===== config.mk =====
export PLATFORM = sky130hd
export DESIGN_NAME = seq_detector_param
export DESIGN_NICKNAME = d
export VERILOG_FILES = /design/src/rtl/seqdet_pkg.sv /design/src/rtl/sat_counter.sv /design/src/rtl/seq_detector_param.sv
export SDC_FILE = /design/constraint.sdc
export NUM_CORES = 1
export LEC_CHECK = 0
export BUFFER_PORTS_ARGS = -buffer_cell sky130_fd_sc_hd__buf_4
export CAP_MARGIN = 20
export CORE_MARGIN = 10
export CORE_UTILIZATION = 41
export DETAILED_ROUTE_END_ITERATION = 8
export GPL_TIMING_DRIVEN = 0
export SLEW_MARGIN = 20
export SYNTH_ARGS = -nofsm -noshare
export SYNTH_HDL_FRONTEND = slang
export SYNTH_SLANG_ARGS = --single-unit
export TNS_END_PERCENT = 1

===== constraint.sdc =====
create_clock -name clk -period 3.6 [get_ports clk]
set_input_delay 0.54 -clock clk [delete_from_list [all_inputs] [get_ports clk]]
set_output_delay 0.54 -clock clk [all_outputs]
set_load 0.1 [all_outputs]

===== src/rtl/seqdet_pkg.sv =====
// ============================================================================
// Module   : seqdet_pkg
// Purpose  : Shared sizing and mode constants for the serial pattern detector.
// Revision : 1.0
// ============================================================================
`default_nettype none

package seqdet_pkg;

  localparam int   MAX_LEN     = 16;
  localparam int   FILL_W      = 5;
  localparam logic MODE_NONOVL = 1'b0;
  localparam logic MODE_OVL    = 1'b1;

endpackage

`default_nettype wire


===== src/rtl/sat_counter.sv =====
// ============================================================================
// Module   : sat_counter
// Purpose  : W-bit up counter that sticks at all-ones; synchronous clear wins.
// Revision : 1.0
// ============================================================================
`default_nettype none

module sat_counter #(
  parameter int W = 8
) (
  input  logic         clk,
  input  logic         i_clr,
  input  logic         i_inc,
  output logic [W-1:0] o_cnt
);

  logic [W-1:0] r_cnt;

  always_ff @(posedge clk) begin
    if (i_clr) begin
      r_cnt <= '0;
    end else if (i_inc && (r_cnt != {W{1'b1}})) begin
      r_cnt <= r_cnt + 1'b1;
    end
  end

  assign o_cnt = r_cnt;

endmodule

`default_nettype wire


===== src/rtl/seq_detector_param.sv =====
// ============================================================================
// Module   : seq_detector_param
// Purpose  : Run-time loadable Mealy serial pattern detector, LEN 2..16, with
//            per-cycle overlap select. Define SEQDET_MATCH_COUNT_EN to add the
//            saturating match_cnt output.
// Revision : 1.0
// ============================================================================
`default_nettype none

module seq_detector_param
  import seqdet_pkg::*;
#(
  parameter int             LEN     = 4,
  parameter logic [LEN-1:0] PATTERN = 4'b1010,
  parameter int             CNT_W   = 8
) (
  input  logic             clk,
  input  logic             rst,
  input  logic             x_valid,
  input  logic             x,
  input  logic             overlap,
  input  logic             pat_load,
  input  logic [LEN-1:0]   pat_in,
  output logic             z
`ifdef SEQDET_MATCH_COUNT_EN
  ,
  output logic [CNT_W-1:0] match_cnt
`endif
);

  localparam logic [FILL_W-1:0] c_fill_max = FILL_W'(LEN - 1);

  if ((LEN < 2) || (LEN > MAX_LEN)) begin : g_bad_len
    $error("seq_detector_param: LEN must be in 2..16");
  end
  if ((CNT_W < 1) || (CNT_W > 32)) begin : g_bad_cnt_w
    $error("seq_detector_param: CNT_W must be in 1..32");
  end

  logic [LEN-1:0]    r_pat;
  logic [LEN-2:0]    r_hist;
  logic [FILL_W-1:0] r_fill;
  logic [LEN-2:0]    w_hist_next;
  logic [FILL_W-1:0] w_fill_next;
  logic              w_accept;
  logic              w_match;

  if (LEN == 2) begin : g_hist_single
    assign w_hist_next = x;
  end else begin : g_hist_shift
    assign w_hist_next = {r_hist[LEN-3:0], x};
  end

  assign w_accept = x_valid && !pat_load;
  assign w_match  = !rst && w_accept && (r_fill == c_fill_max) && ({r_hist, x} == r_pat);
  assign z        = w_match;

  // A non-overlapping match empties the history so the next match needs LEN fresh bits.
  always_comb begin
    w_fill_next = r_fill;
    if (w_match && (overlap == MODE_NONOVL)) begin
      w_fill_next = '0;
    end else if (w_match && (overlap == MODE_OVL)) begin
      w_fill_next = c_fill_max;
    end else if (r_fill != c_fill_max) begin
      w_fill_next = r_fill + 1'b1;
    end
  end

  always_ff @(posedge clk) begin
    if (rst) begin
      r_pat  <= PATTERN;
      r_hist <= '0;
      r_fill <= '0;
    end else if (pat_load) begin
      r_pat  <= pat_in;
      r_fill <= '0;
    end else if (x_valid) begin
      r_hist <= w_hist_next;
      r_fill <= w_fill_next;
    end
  end

`ifdef SEQDET_MATCH_COUNT_EN
  sat_counter #(
    .W (CNT_W)
  ) u_match_cnt (
    .clk   (clk),
    .i_clr (rst),
    .i_inc (w_match),
    .o_cnt (match_cnt)
  );
`endif

endmodule

`default_nettype wire


==> results by group <==
Synth
  – Ys async rst share: 0
  – Syn Std Cell Area: 656 um^2
  – Top post-synthesis cells by area: dfxtp_1, mux2i_1, xnor2_1
  – Count leader, synth: dfxtp_1
  – Syn Inst Count: 71
  – Largest family of logic cells by synthesized area: simple AND/OR/NAND/NOR gates
  – Post-Synth Adder-Cell Area: 0.0191
  – Post-Synth XOR/XNOR Area: 0.0802
  – Syn_area_per_cell: 9.23 um^2
  – Biggest area consumer among synthesized cells: dfxtp_1
  – Compound-cell area share of the yosys netlist: 0.0935
  – Synth Net Count: 82
  – Commonest cells in the synthesized netlist: dfxtp_1, nor2_1, nand2_1
  – Simple-gate share of the synthesized area: 0.319
  – Dominant synthesized flop cell: dfxtp_1
  – Post-synth top area share: 0.366
  – Distinct cells, synth: 29
  – Seq cells post-synth: 12
  – Synthesis Warnings: 0
  – Multiplexer share of the synthesized area: 0.0935
  – Sequential area share after synthesis: 0.366
  – Post-synth EDFFs: 0

Critical path
  – Critical Path Start: r_fill[0]
  – CP cell instances: ha_1 > nor4b_2 > and3_1 > buf_4
  – Crit path max-delay family: simple AND/OR/NAND/NOR gates
  – R2R setup slack: 1.90 ns
  – Worst Path Buf+Inv: 1
  – Reg2reg start: r_fill[0]
  – Critical path class: reg -> out
  – Worst Setup End Kind: output pin
  – CP peak stage delay: 0.46 ns
  – Max FO, Critical Path: 7
  – Critical Path AT: 1.95 ns
  – Startpoint class of the critical path: flop
  – CP required: 3.06 ns
  – Slowest-stage cell, CP: nor4b_2

Worst hold path
  – Hold_sp: pat_in[3]
  – Worst hold path type: in -> reg

Drt
  – Vias per cell: 5.40
  – Total vias in the final route: 535
  – Number of routed nets with antenna violations: 0
  – First-pass detailed-route iteration total: 4
  – DR iter-0 viols: 3
  – DRC Markers: 0
  – DR WL/cell: 13.4 um
  – Aggregate routed wire length: 1.33 mm

Pwr
  – Leakage: 0.306 nW
  – Peak VDD IR: 0.000213 V
  – Cell Pwr Density: 368 nW/um^2
  – Internal power: 0.217 mW
  – Sw Ratio: 0.238
  – Comb pwr share: 0.119
  – Clk pwr share: 0.383
  – Total power: 0.284 mW
  – Part of the power in registers: 0.497
  – P_sw: 0.0675 mW

GRT
  – GRT Max-Usage Layer: met2
  – Grt ovf: 0
  – Vias in the first global route: 535
  – GR Layer Usage met1: 0.0927
  – Initial antenna violation count: 0
  – M3 GR Usage: 0.0339
  – Total track usage: 0.0831
  – First-pass GRT wire length: 2.30 mm
  – Largest net degree at the start of global routing: 11
  – Met2 global-route usage: 0.134

CTS
  – Clock transition at path regs: 0.08 ns
  – Cts bufs inserted: 3
  – Clock buffer depth: 2
  – CTS tree: yes
  – Post-CTS resize count: 0
  – Clock Sinks: 12
  – # hold bufs at CTS: 0
  – Worst skew pair latency: 0.27 ns
  – H-Tree Depth: 1
  – Clock Tree Root: clkbuf_4
  – Post-CTS Setup Inserts: 0

STA
  – Slew margin rel.: 0.655
  – Finish-stage setup viols: 0
  – Final hold violation count: 0
  – Ratio of final minimum period to clock period: 0.692
  – Fin crit period: 2.49 ns
  – Slew Limit Fails: 0
  – Setup repair after global routing missed its margin: no
  – Fmax: 0.401 GHz
  – Setup total negative slack: 0 ns
  – Worst Max-Slew Pin Slew: 0.516 ns
  – Clock Skews: 0.00502 ns

Placed design
  – HPWL after detailed placement: 995 um
  – GP Congestion: 0.792
  – IO buf count: 8

Die
  – Row Count: 14
  – Initial Utilization: 0.435
  – Area of the core: 1510 um^2
  – Die Wd: 60.0 um
  – # IOs: 11
  – Die ar.: 3600 um^2
  – Die Span Y: 60.0 um

Flow run
  – # Max-Cap Violations: 0

Finish
  – Fin nets: 95
  – FILL cells: 162
  – P&R area growth vs syn: 17.7%
  – Share of layout cells above drive strength 1: 0.253
  – N_diodes: 0

Outcome
  – Run status: completed
==> worst paths after layout <==
kind | to | depth (start not counted)
worst min-delay path | r_pat[3] | 2
worst max register to register | r_fill[4] | 5
worst max-delay path | z | 4
worst min register to register | r_pat[2] | 2
==> layout by cell type, fill, tap and decap left out <==
cell / instances
nand4_1: 4
a31oi_1: 1
a211oi_2: 1
clkbuf_8: 1
clkbuf_4: 3
mux2i_1: 5
nand2b_1: 1
nand3b_1: 1
nor2_4: 1
nor4b_2: 1
nand3_1: 1
xor2_1: 2
buf_4: 8
and3_1: 2
nor3_1: 1
or3_1: 1
nor2_1: 9
a221oi_2: 1
clkbuf_1: 1
o21ai_1: 2
and4_1: 1
a211o_1: 2
nor4_1: 1
mux2_2: 1
nor2b_1: 2
or4b_4: 1
nand2_1: 6
xnor2_1: 4
dfxtp_1: 12
nand4b_1: 2
ha_1: 1
buf_2: 3
==> stage by stage <==
stage / setup WS (ns) / util / cells / hold WS (ns) / instance area, um^2
3_3_place_gp: 1.41 / 0.488 / 95 / 0.502 / 736
3_5_place_dp: 1.42 / 0.488 / 95 / 0.508 / 736
6_report: 1.11 / 0.512 / 99 / 0.464 / 772
4_1_cts: 1.09 / 0.512 / 99 / 0.464 / 772
5_1_grt: 0.946 / 0.512 / 99 / 0.462 / 772
2_1_floorplan: 1.13 / - / 71 / 0.482 / 656
==> registers in the layout, indices dropped and copies added (netlist names) <==
signal and flops:
r_fill 5, r_hist 3, r_pat 4
==> cell families (layout without fill, tap and decap cells) <==
group                      after synthesis  in the layout
DFF                                     12             12
xor gates and xnor gates                 6              6
buffers and inverters                    4             16
muxes                                    6              6
adders and majority gates                1              1
AOI/OAI and AO/OA                        7              7
and+or+nand+nor                         35             35
==> final cells by class <==
class | instances | area, um^2 | area share
multi-input cells | 55 | 397 | 0.514
flip-flops and latches | 12 | 240 | 0.311
repair buffers | 8 | 60.1 | 0.0778
clock buffers | 4 | 36.3 | 0.0470
well taps | 16 | 20.0 | 0.0259
plain buffers | 4 | 18.8 | 0.0243
==> metal layers <==
layer / routed length [um] / up-vias
li1: - / 282
met1: 614 / 241
met2: 620 / 8
met3: 66 / 4
met4: 23 / 0
met5: 0 / -
==> power groups by stage <==
stage	Combinational, mW	Clock [mW]	Sequential (mW)
final	0.0340	0.109	0.141
after global routing	0.0382	0.119	0.142
after CTS	0.0343	0.111	0.141
after global placement	0.0337	0	0.145
after detailed placement	0.0342	0	0.145
after floorplan	0.0236	0	0.144
Note: power is estimated with default switching activity, not from simulation.
